`src/rtl/rv32i_pkg.sv`:
```
// Shared RV32I core definitions: datapath width, canonical NOP, reset PC and fetch FSM states.
package rv32i_pkg;

    localparam int unsigned       XLEN     = 32;
    localparam logic [XLEN-1:0]   INST_NOP = 32'h0000_0013;
    localparam logic [XLEN-1:0]   RESET_PC = 32'h0000_0000;

    typedef enum logic [1:0] {
        IDLE  = 2'd0,
        RUN   = 2'd1,
        FAULT = 2'd2
    } fetch_state_e;

endpackage

```
`src/rtl/if_id_reg.sv`:
```
// IF/ID pipeline register: captures pc/pc4/inst every cycle unless held or flushed.
module if_id_reg
    import rv32i_pkg::*;
#(
    parameter int unsigned N = XLEN
) (
    input  logic         i_clk,
    input  logic         i_rst,
    input  logic         i_hold,
    input  logic         i_flush,
    input  logic [N-1:0] i_pc,
    input  logic [N-1:0] i_inst,
    output logic         o_valid,
    output logic [N-1:0] o_pc,
    output logic [N-1:0] o_pc4,
    output logic [N-1:0] o_inst
);

    localparam logic [N-1:0] L_NOP = N'(INST_NOP);

    logic         r_valid;
    logic [N-1:0] r_pc;
    logic [N-1:0] r_pc4;
    logic [N-1:0] r_inst;

    // Flush beats hold so a redirect during back-pressure still drops the wrong-path word.
    always_ff @(posedge i_clk) begin
        if (i_rst || i_flush) begin
            r_valid <= 1'b0;
            r_pc    <= '0;
            r_pc4   <= '0;
            r_inst  <= L_NOP;
        end else if (!i_hold) begin
            r_valid <= 1'b1;
            r_pc    <= i_pc;
            r_pc4   <= i_pc + N'(4);
            r_inst  <= i_inst;
        end
    end

    assign o_valid = r_valid;
    assign o_pc    = r_pc;
    assign o_pc4   = r_pc4;
    assign o_inst  = r_inst;

endmodule

```
`src/rtl/fetch_stage.sv`:
```
// RV32I instruction fetch: PC register, next-PC selection, fetch FSM and misaligned-target fault.
module fetch_stage
    import rv32i_pkg::*;
#(
    parameter int unsigned     N        = XLEN,
    parameter logic [N-1:0]    RESET_PC = rv32i_pkg::RESET_PC
) (
    input  logic         i_clk,
    input  logic         i_rst,
    input  logic         i_fetch_en,
    input  logic         i_stall,
    input  logic         i_redirect,
    input  logic [N-1:0] i_redirect_pc,
    output logic [N-1:0] o_imem_addr,
    input  logic [N-1:0] i_imem_inst,
    output logic         o_ifid_valid,
    output logic [N-1:0] o_ifid_pc,
    output logic [N-1:0] o_ifid_pc4,
    output logic [N-1:0] o_ifid_inst,
    output logic         o_fault,
    output logic [N-1:0] o_fault_pc
);

    fetch_state_e r_state;
    fetch_state_e w_state_d;
    logic [N-1:0] r_pc;
    logic [N-1:0] w_pc_d;
    logic         r_fault;
    logic         w_fault_d;
    logic [N-1:0] r_fault_pc;
    logic [N-1:0] w_fault_pc_d;
    logic         w_hold;
    logic         w_flush;
    logic         w_misaligned;

    assign w_misaligned = |i_redirect_pc[1:0];

    always_ff @(posedge i_clk) begin
        if (i_rst) begin
            r_state    <= IDLE;
            r_pc       <= RESET_PC;
            r_fault    <= 1'b0;
            r_fault_pc <= '0;
        end else begin
            r_state    <= w_state_d;
            r_pc       <= w_pc_d;
            r_fault    <= w_fault_d;
            r_fault_pc <= w_fault_pc_d;
        end
    end

    always_comb begin
        w_state_d    = r_state;
        w_pc_d       = r_pc;
        w_fault_d    = r_fault;
        w_fault_pc_d = r_fault_pc;
        w_hold       = 1'b0;
        w_flush      = 1'b0;
        unique case (r_state)
            IDLE: begin
                w_flush = 1'b1;
                if (i_fetch_en) begin
                    w_state_d = RUN;
                end
            end
            RUN: begin
                if (i_redirect) begin
                    w_flush = 1'b1;
                    if (w_misaligned) begin
                        w_state_d    = FAULT;
                        w_fault_d    = 1'b1;
                        w_fault_pc_d = i_redirect_pc;
                    end else begin
                        w_pc_d = i_redirect_pc;
                    end
                end else if (i_stall) begin
                    w_hold = 1'b1;
                end else if (!i_fetch_en) begin
                    w_state_d = IDLE;
                    w_flush   = 1'b1;
                end else begin
                    w_pc_d = r_pc + N'(4);
                end
            end
            FAULT: begin
                w_flush = 1'b1;
            end
            default: begin
                w_state_d = IDLE;
                w_flush   = 1'b1;
            end
        endcase
    end

    if_id_reg #(
        .N (N)
    ) u_if_id_reg (
        .i_clk   (i_clk),
        .i_rst   (i_rst),
        .i_hold  (w_hold),
        .i_flush (w_flush),
        .i_pc    (r_pc),
        .i_inst  (i_imem_inst),
        .o_valid (o_ifid_valid),
        .o_pc    (o_ifid_pc),
        .o_pc4   (o_ifid_pc4),
        .o_inst  (o_ifid_inst)
    );

    assign o_imem_addr = r_pc;
    assign o_fault     = r_fault;
    assign o_fault_pc  = r_fault_pc;

endmodule

```
`config.mk`:
```
export PLATFORM = sky130hd
export DESIGN_NAME = fetch_stage
export DESIGN_NICKNAME = d
export VERILOG_FILES = /design/src/rtl/rv32i_pkg.sv /design/src/rtl/if_id_reg.sv /design/src/rtl/fetch_stage.sv
export SDC_FILE = /design/constraint.sdc
export NUM_CORES = 1
export LEC_CHECK = 0
export BUFFER_PORTS_ARGS = -buffer_cell sky130_fd_sc_hd__buf_2
export CORE_ASPECT_RATIO = 0.75
export CORE_UTILIZATION = 45
export CTS_CLUSTER_DIAMETER = 50
export CTS_CLUSTER_SIZE = 16
export DETAILED_ROUTE_END_ITERATION = 7
export PLACE_DENSITY = 0.76
export SLEW_MARGIN = 20
export SYNTH_ARGS = -nofsm -noshare
export SYNTH_HDL_FRONTEND = slang
export SYNTH_SLANG_ARGS = --single-unit
```
`constraint.sdc`:
```
create_clock -name i_clk -period 2.2 [get_ports i_clk]
set_clock_uncertainty 0.15 [all_clocks]
set_input_delay 0.44 -clock i_clk [delete_from_list [all_inputs] [get_ports i_clk]]
set_output_delay 0.44 -clock i_clk [all_outputs]
set_load 0.01 [all_outputs]
```
==> summary.txt, run 1 <==
Worst setup path
  • Critical Path Sink Type: register
  • Cell mode on critical path: or4_4
  • Critical path data required time: roughly 2.4 ns
  • CP Cell Sequence: nand4_4, or4_4, or4_4, o311ai_2
  • Reg2reg end: o_imem_addr[26]
  • WS Path Type: register to register
  • R2r worst-path depth: 4
  • Critical path's largest stage delay: 0.55 ns
  • CP startpoint kind: register
  • Reg2reg start: o_imem_addr[13]
  • Data arrival, critical path: between 2 and 2.5 ns
  • Register-to-register setup slack: 0.12 ns
  • Crit-path slowest cell: or4_4
  • CP max FO: 6

Power and ir drop
  • PwrDens: between 700 and 800 mW/mm²
  • Worst vdd ir: about 0.64 mV
  • P_leak: 3.93 nW

Global routing
  • Gr ovfl total: 0
  • First-pass GRT wire length: ~35000 µm
  • Initial antenna violation count: 0
  • Gr usage total: between 20 and 30%
  • Vias in the first global route: 6493
  • Largest net degree at the start of global routing: between 70 and 80

Final layout
  • Net count, final: 1186
  • Most common cell after layout, fill and taps aside: buf_2
  • ANT cells: 0
  • Layout area overhead: 33.6%
  • Fin cells: ~1300
  • Share of layout cells above drive strength 1: a little under a third
  • Core Util, Final: 62.1%
  • Most frequent cells in the layout: 230 x buf_2, 219 x nand2_1, 160 x dfxtp_1

Drt
  • Remaining antenna violation count: 0
  • Post-DR vias/cell: about 5.4
  • Met1 Wirelength: between 10000 and 15000 µm
  • Met3 WL post-DR: 2360 µm
  • Routed WL: between 20000 and 25000 µm
  • Via Count: approximately 7200
  • Max layer used: met4
  • Initial DRC count: just under 800
  • DRC: 0
  • WL/cell: 17.1 µm
  • Routed wl met2: approximately 10000 µm
  • DR pass1 iterations: 5

Yosys
  • Unique masters post-synth: 51
  • Synthesized flop and latch total: 162
  • Cell taking the most area after synthesis: dfxtp_1
  • Synth top area share: between 40 and 50%
  • Number of synthesized flops with an enable pin: 0
  • Sequential share of the synthesized area: roughly 48%
  • Ranking of synthesized cells by area: dfxtp_1 48%, nand2_1 12%, a21oi_1 9.7%
  • Average size of a mapped cell: between 7 and 8 µm²
  • Synth Instances: just under 900
  • Syn nets: ~950
  • YS warnings: 0
  • Ys flop type: dfxtp_1
  • Post-Syn Area: between 0.006 and 0.007 mm²
  • Synth async-reset ratio: 0%

Place
  • Placed insts: roughly 1300
  • Final HPWL from detailed placement: between 15000 and 20000 µm
  • RD Place Congestion: just under 1
  • I/O Buffers: 230

STA
  • RSZ-0062 raised after global routing: no
  • Final Slew Violations: 0
  • Crit path time final: approximately 2.1 ns
  • Fmax: between 0.4 and 0.5 GHz
  • Max_slew headroom: just under 60%
  • Fin crit share: approximately 94%
  • Final setup fails: 0
  • Least-Margin Pin Slew: 0.619 ns
  • Fin. Hold Viols: 0

Hold path
  • Hold Path Class: input pin to register
  • WHS Endpoint: u_if_id_reg.o_inst[1]
  • Hold path depth: 3
  • Startpoint of the lowest-slack hold path: i_imem_inst[1]

Floorplanning
  • Core area: between 0.01 and 0.015 mm²
  • Die area: around 0.016 mm²
  • Initial Util: roughly 47%
  • Die span in y: between 100 and 150 µm
  • Die width: approximately 140 µm
  • Num ports: between 200 and 250
  • Row count: 38

Clock tree
  • Total CTS buffers: 17
  • H-tree level count: 4
  • Clk buf depth: 2
  • Cts hold-fix bufs: 0
  • CTS tree: done
  • Worst-Skew Late Latency: roughly 0.42 ns
  • CTS Root Cell: clkbuf_16
  • Clock slew at reported path FFs: approximately 0.060 ns
  • CTS sink count: between 150 and 200

Outcome
  • Run status: finished clean

Job
  • Max cap viols: 0
worst max-delay path by stage:
stage,from,endpoint,slack [ns],cells past startpoint
floorplan,o_imem_addr[2],o_imem_addr[18],-0.02,7
global placement,o_imem_addr[13],u_if_id_reg.o_pc4[26],0.12,5
detailed placement,o_imem_addr[12],o_imem_addr[26],0.06,4
CTS,o_imem_addr[12],o_imem_addr[26],0.05,4
global route,o_imem_addr[12],o_imem_addr[25],0.009,6
finish,o_imem_addr[13],o_imem_addr[26],0.12,4
per-layer routing:
layer | GRT usage, % | vias to the layer above
met5 | 0 | -
met4 | 8.97 | 0
met3 | 8.06 | 25
met2 | 42.8 | 358
met1 | 41.5 | 3367
li1 | - | 3466
where the power goes:
group	internal [W]	switching [W]	total (W)
logic	0.000193	0.000321	0.000514
registers	0.00298	0.0000355	0.00302
clock network	0.00164	0.00126	0.00290
sequential cells by signal (all words and copies together), names as in the netlist:
signal	flops
u_if_id_reg.o_inst	32
o_fault_pc	32
r_state	2
u_if_id_reg.o_pc	32
o_fault	1
u_if_id_reg.o_valid	1
o_imem_addr	32
u_if_id_reg.o_pc4	30
Yosys cell counts (12+ instances only):
master    instances
nand4_1          14
dfxtp_1         162
xnor2_1          14
a21oi_1         132
nor2_1           49
buf_2            13
nand3_1          26
nor4_1           12
nand2_1         219
a22oi_1          12
xor2_1           13
o21ai_0          43
clkbuf_1         58
timing repair:
item                                    CTS  global route
endpoints found under the setup margin    0            10
gates resized for setup                   0             6
setup buffers                             0             0
cells by family (layout without fill, tap and decap cells):
| kind of cell | count (synthesis) | after routing | share of synthesized area, % |
|---|---|---|---|
| compound gates | 230 | 230 | 19.1 |
| xor+xnor | 27 | 27 | 3.47 |
| simple gates | 366 | 366 | 24.0 |
| fa+ha+maj | 1 | 1 | 0.184 |
| flops | 162 | 162 | 47.6 |
| buf+inv | 88 | 341 | 5.34 |
| mux | 2 | 2 | 0.312 |
cell type report:
type | instances | area [µm²]
Inverter | 8 | 30.0
Sequential cell | 162 | 3250
Fill cell | 1325 | 5540
Clock inverter | 13 | 128
Multi-Input combinational cell | 626 | 3250
Tap cell | 200 | 250
Timing Repair Buffer | 301 | 1750
Clock buffer | 19 | 453
critical path: cells and delay by family, from the launching register on:
family,cells,cell delay (ns)
simple gates,3,1.17
flops,1,0.38
compound gates,1,0.28
metrics by stage:
step           TNS [ns]  hold slack [ns]  setup slack [ns]  total power (W)  instance area (µm²)
2_1_floorplan   -0.0203            0.326           -0.0203          0.00334                 6830
3_3_place_gp          0            0.285             0.123          0.00358                 8500
3_5_place_dp          0            0.290            0.0630          0.00359                 8500
4_1_cts               0           0.0761            0.0509          0.00645                 9080
5_1_grt               0           0.0912           0.00935          0.00665                 9100
6_report              0           0.0915             0.121          0.00643                 9100
(Power assumes the default switching activity.)
==> inputs of run 2 (changes only) <==
BUFFER_PORTS_ARGS = -buffer_cell sky130_fd_sc_hd__clkbuf_2   (was -buffer_cell sky130_fd_sc_hd__buf_2)
==> run 2 against run 1 <==
Compared with the run above: register-to-register slack about the same; fmax decreased by 0.12%; clock-buffer cell count decreased by 1; non-clock buffer count decreased by 3; critical path type unchanged; critical endpoint is now u_if_id_reg.o_pc4[26].
==> summary.txt, run 2 (synthesis results as in run 1) <==
Global routing
  • Largest net degree at the start of global routing: 80
  • Initial antenna violation count: 0
  • First-pass GRT wire length: about 34000 µm
  • Vias in the first global route: about 6500
  • Gr usage total: 28.3%
  • Gr ovfl total: 0

Clock tree
  • Total CTS buffers: 17
  • CTS Root Cell: clkbuf_16
  • Clock slew at reported path FFs: about 0.070 ns
  • CTS tree: done
  • H-tree level count: 4
  • Cts hold-fix bufs: 0
  • Worst-Skew Late Latency: about 0.42 ns
  • Clk buf depth: 2
  • CTS sink count: ~160
  • Post-CTS setup buffer count: 0

Floorplanning
  • Row count: 38
  • Initial Util: between 40% and 50%
  • Die span in y: about 110 µm
  • Die width: about 140 µm
  • Core area: approximately 0.015 mm²
  • Num ports: about 230
  • Die area: 0.0156 mm²

STA
  • Fin crit share: between 90% and 100%
  • Final setup fails: 0
  • Max_slew headroom: between 50% and 60%
  • Fmax: 0.481 GHz
  • Crit path time final: 2.08 ns
  • Final Slew Violations: 0
  • Least-Margin Pin Slew: roughly 0.63 ns
  • Fin. Hold Viols: 0
  • Final WS setup: 0.119 ns
  • RSZ-0062 raised after global routing: no

Final layout
  • Final Cell Area: about 0.0091 mm²
  • Layout area overhead: 33.3%
  • Most frequent cells in the layout: 230 x clkbuf_2, 219 x nand2_1, 162 x dfxtp_1
  • Sequential Area: approximately 0.0032 mm²
  • Multi-input logic area: 0.00323 mm²
  • Net count, final: between 1000 and 1500
  • ANT cells: 0
  • Core Util, Final: between 60 and 70%
  • Fill count: 1350
  • Most common cell after layout, fill and taps aside: clkbuf_2
  • Share of layout cells above drive strength 1: a little over 30%

Worst setup path
  • CP startpoint kind: register
  • Critical path's largest stage delay: 0.51 ns
  • CP Cell Sequence: ha_1, nand4_1, buf_4, or4_4, xor2_1, a21oi_1
  • Register-to-register setup slack: ~0.12 ns
  • CP delay by family, top: simple AND/OR/NAND/NOR gates
  • Critical Path Sink Type: register
  • CP max FO: 6
  • Buffer and inverter count on the worst path: 1
  • Critical path data required time: about 2.4 ns
  • Crit-path slowest cell: or4_4
  • Data arrival, critical path: around 2.3 ns
  • WS Path Type: register to register

Place
  • Pre-CTS setup slack: roughly 0.10 ns
  • Placed instance area: roughly 0.0085 mm²
  • I/O Buffers: between 200 and 250
  • Final HPWL from detailed placement: 16300 µm
  • RD Place Congestion: between 0.9 and 1

Drt
  • Remaining antenna violation count: 0
  • Initial DRC count: roughly 680
  • Via Count: between 7000 and 8000
  • WL/cell: 16.8 µm
  • Post-DR vias/cell: between 5 and 6
  • Routed WL: 22200 µm
  • DRC: 0
  • DR pass1 iterations: 6

Power and ir drop
  • Worst vdd ir: 0.531 mV
  • PwrDens: between 700 and 800 mW/mm²
  • P_leak: 3.79 nW

Outcome
  • Run status: finished clean

Job
  • Max cap viols: 0

Hold path
  • Hold Path Class: input pin to register
==> run 2: cell types whose count changed in the layout (fill, tap and decap cells not counted), sizes merged <==
cell    delta
buf      -233
clkinv     -1
clkbuf   +229
inv        +2
==> run 2: metrics by stage <==
| stage | hold slack (ns) | total power, W | setup TNS, ns | instances |
|---|---|---|---|---|
| final | 0.0868 | 0.00647 | 0 | 1326 |
| after global routing | 0.0754 | 0.00670 | 0 | 1326 |
| after detailed placement | 0.292 | 0.00358 | 0 | 1294 |
| after floorplan | 0.326 | 0.00334 | -0.0203 | 876 |
| after global placement | 0.287 | 0.00358 | 0 | 1294 |
| after CTS | 0.0751 | 0.00650 | 0 | 1326 |
==> run 2: path summary, 6_finish.rpt <==
check | startpoint | cells past startpoint | endpoint
min | i_imem_inst[0] | 3 | u_if_id_reg.o_inst[0]
max reg2reg | o_imem_addr[3] | 6 | u_if_id_reg.o_pc4[26]
min reg2reg | u_if_id_reg.o_pc[7] | 2 | u_if_id_reg.o_pc[7]
max | o_imem_addr[3] | 6 | u_if_id_reg.o_pc4[26]
==> run 2: where the power goes <==
group	leakage [nW]	total (W)	switching, W	internal (W)
Clock	0.276	0.00294	0.00131	0.00163
Combinational	2.20	0.000512	0.000320	0.000192
Sequential	1.31	0.00302	0.0000351	0.00298
Total	3.79	0.00647	0.00167	0.00480
==> run 2: layout make-up <==
| type | instances | area share, % |
|---|---|---|
| multi-input cells | 626 | 35.6 |
| clock inverters | 14 | 1.61 |
| repair buffers | 298 | 19.1 |
| clock buffers | 18 | 4.84 |
| flip-flops and latches | 162 | 35.7 |
| inverters | 8 | 0.331 |
| well taps | 200 | 2.76 |
==> run 2: what timing repair did <==
item	4_1_cts	5_1_grt
setup endpoints to repair	0	1
hold endpoints to repair	0	0
gates resized for setup	0	1
==> run 2: per-layer routing <==
metal | part of all wire [%] | track usage [%] | up-vias | wire, µm
met4 | 2.0 | 9.42 | 0 | 449
met1 | 46 | 40.2 | 3337 | 10300
met2 | 42 | 41.1 | 373 | 9250
met5 | 0 | 0 | - | 0
met3 | 10 | 7.57 | 46 | 2250
li1 | - | - | 3471 | -
==> run 2: tightest hold or removal path, cell delays in order <==
cell and delay (ns):
clkbuf_2 0.08, nand2_1 0.04, nand3_1 0.06
==> inputs of run 3 (changes only) <==
CTS_CLUSTER_DIAMETER = 200   (was 50)
RECOVER_POWER = 50   (was unset)
==> run 3 against run 2 <==
Compared with the run above: non-clock buffer count did not move; final cell count did not move; largest cell class unchanged; hold slack improved by 0.00061 ns; core utilization fell by 1.6 points; via count fell by 0.62%; critical endpoint unchanged; clock-buffer cell count did not move; first-iteration DRC count fell by 7.2%; critical path type unchanged; highest routed layer unchanged.
==> summary.txt, run 3 (synthesis results as in run 1) <==
STA
  • Final Slew Violations: 0
  • Max_slew headroom: between 50% and 60%
  • Post-route setup TNS: 0 ns
  • Final WS setup: around 0.11 ns
  • Hold Slack: 0.0874 ns
  • Fin crit share: between 90% and 100%
  • Fin. Hold Viols: 0
  • RSZ-0062 raised after global routing: no
  • Fmax: 0.477 GHz
  • Final setup fails: 0
  • Crit path time final: around 2.1 ns
  • Least-Margin Pin Slew: between 0.6 and 0.7 ns

Drt
  • Post-DR vias/cell: approximately 5.4
  • DR pass1 iterations: 6
  • Initial DRC count: 627
  • Routed WL: ~22000 µm
  • Via Count: between 7000 and 8000
  • Remaining antenna violation count: 0
  • DRC: 0
  • WL/cell: about 17 µm

Clock tree
  • Worst-Skew Late Latency: around 0.42 ns
  • Post-CTS setup buffer count: 0
  • Total CTS buffers: 17
  • CTS sink count: about 160
  • Clock slew at reported path FFs: 0.07 ns
  • CTS tree: done
  • CTS Root Cell: clkbuf_16
  • Clk buf depth: 2
  • Cts hold-fix bufs: 0
  • H-tree level count: 4

Floorplanning
  • Initial Util: between 40% and 50%
  • Row count: 38
  • Die area: roughly 0.016 mm²
  • Die span in y: 109 µm
  • Die width: about 140 µm
  • Core area: between 0.01 and 0.015 mm²
  • Num ports: approximately 230

Outcome
  • Run status: finished clean

Global routing
  • Gr usage total: about 28%
  • Gr ovfl total: 0
  • Initial antenna violation count: 0
  • Vias in the first global route: around 6500
  • First-pass GRT wire length: 33500 µm
  • Largest net degree at the start of global routing: 80

Power and ir drop
  • P_leak: ~3.3 nW
  • Worst vdd ir: 0.529 mV
  • Switching power: about 0.0017 W
  • Comb pwr share: approximately 7.6%
  • Int Pwr: 0.00478 W
  • Clock Power Share: between 40% and 50%
  • Switching part of the total power: 25.8%
  • Seq pwr share: between 40% and 50%
  • PwrDens: between 700 and 800 mW/mm²

Final layout
  • ANT cells: 0
  • Layout area overhead: 29.8%
  • Fin cells: around 1300
  • Net count, final: 1183
  • Most common cell after layout, fill and taps aside: nand2_1
  • Most frequent cells in the layout: 219 x nand2_1, 162 x dfxtp_1, 148 x clkbuf_1
  • Share of layout cells above drive strength 1: between 15 and 20%

Job
  • Max cap viols: 0

Place
  • Placed insts: ~1300
  • RD Place Congestion: roughly 1
  • I/O Buffers: 230
  • Pre-CTS setup slack: slightly above 0.1 ns
  • Final HPWL from detailed placement: 16300 µm

Worst setup path
  • Crit-path slowest cell: or4_4
  • Critical path data required time: about 2.4 ns
  • Data arrival, critical path: around 2.3 ns
  • CP max FO: 6
  • CP Cell Sequence: ha_1, nand4_1, buf_4, or4_4, xor2_1, a21oi_1
  • WS Path Type: register to register
  • Critical path's largest stage delay: slightly above 0.5 ns
  • CP startpoint kind: register
  • Critical Path Sink Type: register

Hold path
  • Hold Path Class: input pin to register
==> run 3: repair_timing <==
item / 4_1_cts / 5_1_grt
setup endpoints to repair: 0 / 1
hold endpoints to repair: 0 / 0
gates resized for setup: 0 / 1
==> run 3: final timing paths <==
path                                             start                     end  slack (ns)  cells past startpoint
worst max-delay path                    o_imem_addr[3]   u_if_id_reg.o_pc4[26]        0.11                      6
worst min-delay path                    i_imem_inst[0]   u_if_id_reg.o_inst[0]        0.09                      3
worst max register to register          o_imem_addr[3]   u_if_id_reg.o_pc4[26]        0.11                      6
worst min register to register  u_if_id_reg.o_inst[30]  u_if_id_reg.o_inst[30]        0.30                      2
==> run 3: area by class of cell <==
type                    instances  area (µm²)
clock buffers                  18         439
repair buffers                298        1500
clock inverters                14         146
well taps                     200         250
multi-input cells             626        3230
fillers                      1431        5800
flip-flops and latches        162        3240
inverters                       8        30.0
==> run 3: power by group through the flow <==
stage               clock network (W)  registers (W)  logic [W]
global placement                    0        0.00308   0.000496
CTS                           0.00298        0.00302   0.000504
detailed placement                  0        0.00308   0.000501
global route                  0.00312        0.00302   0.000537
floorplan                           0        0.00310   0.000239
finish                        0.00294        0.00302   0.000493
==> run 3: metal layers <==
| layer | vias up | part of all wire (%) | GRT usage (%) |
|---|---|---|---|
| met5 | - | 0 | 0 |
| li1 | 3471 | - | - |
| met3 | 43 | 9.9 | 7.57 |
| met1 | 3354 | 46 | 40.2 |
| met4 | 0 | 2.2 | 9.42 |
| met2 | 314 | 42 | 41.1 |
==> run 3: critical path, delay by kind of cell, from the launching register on <==
family	cells	cell delay (ns)
xor gates and xnor gates	1	0.16
adders and majority gates	1	0.17
and+or+nand+nor	2	0.78
AOI/OAI and AO/OA	1	0.14
buffers and inverters	1	0.27
DFF	1	0.35
==> run 3: per-stage QoR <==
| stage | utilization (%) | cell area (µm²) | total power, W |
|---|---|---|---|
| 3_5_place_dp | 58.0 | 8490 | 0.00358 |
| 6_report | 60.4 | 8840 | 0.00645 |
| 2_1_floorplan | - | 6830 | 0.00334 |
| 4_1_cts | 62.0 | 9080 | 0.00650 |
| 3_3_place_gp | 58.0 | 8490 | 0.00358 |
| 5_1_grt | 60.4 | 8840 | 0.00668 |
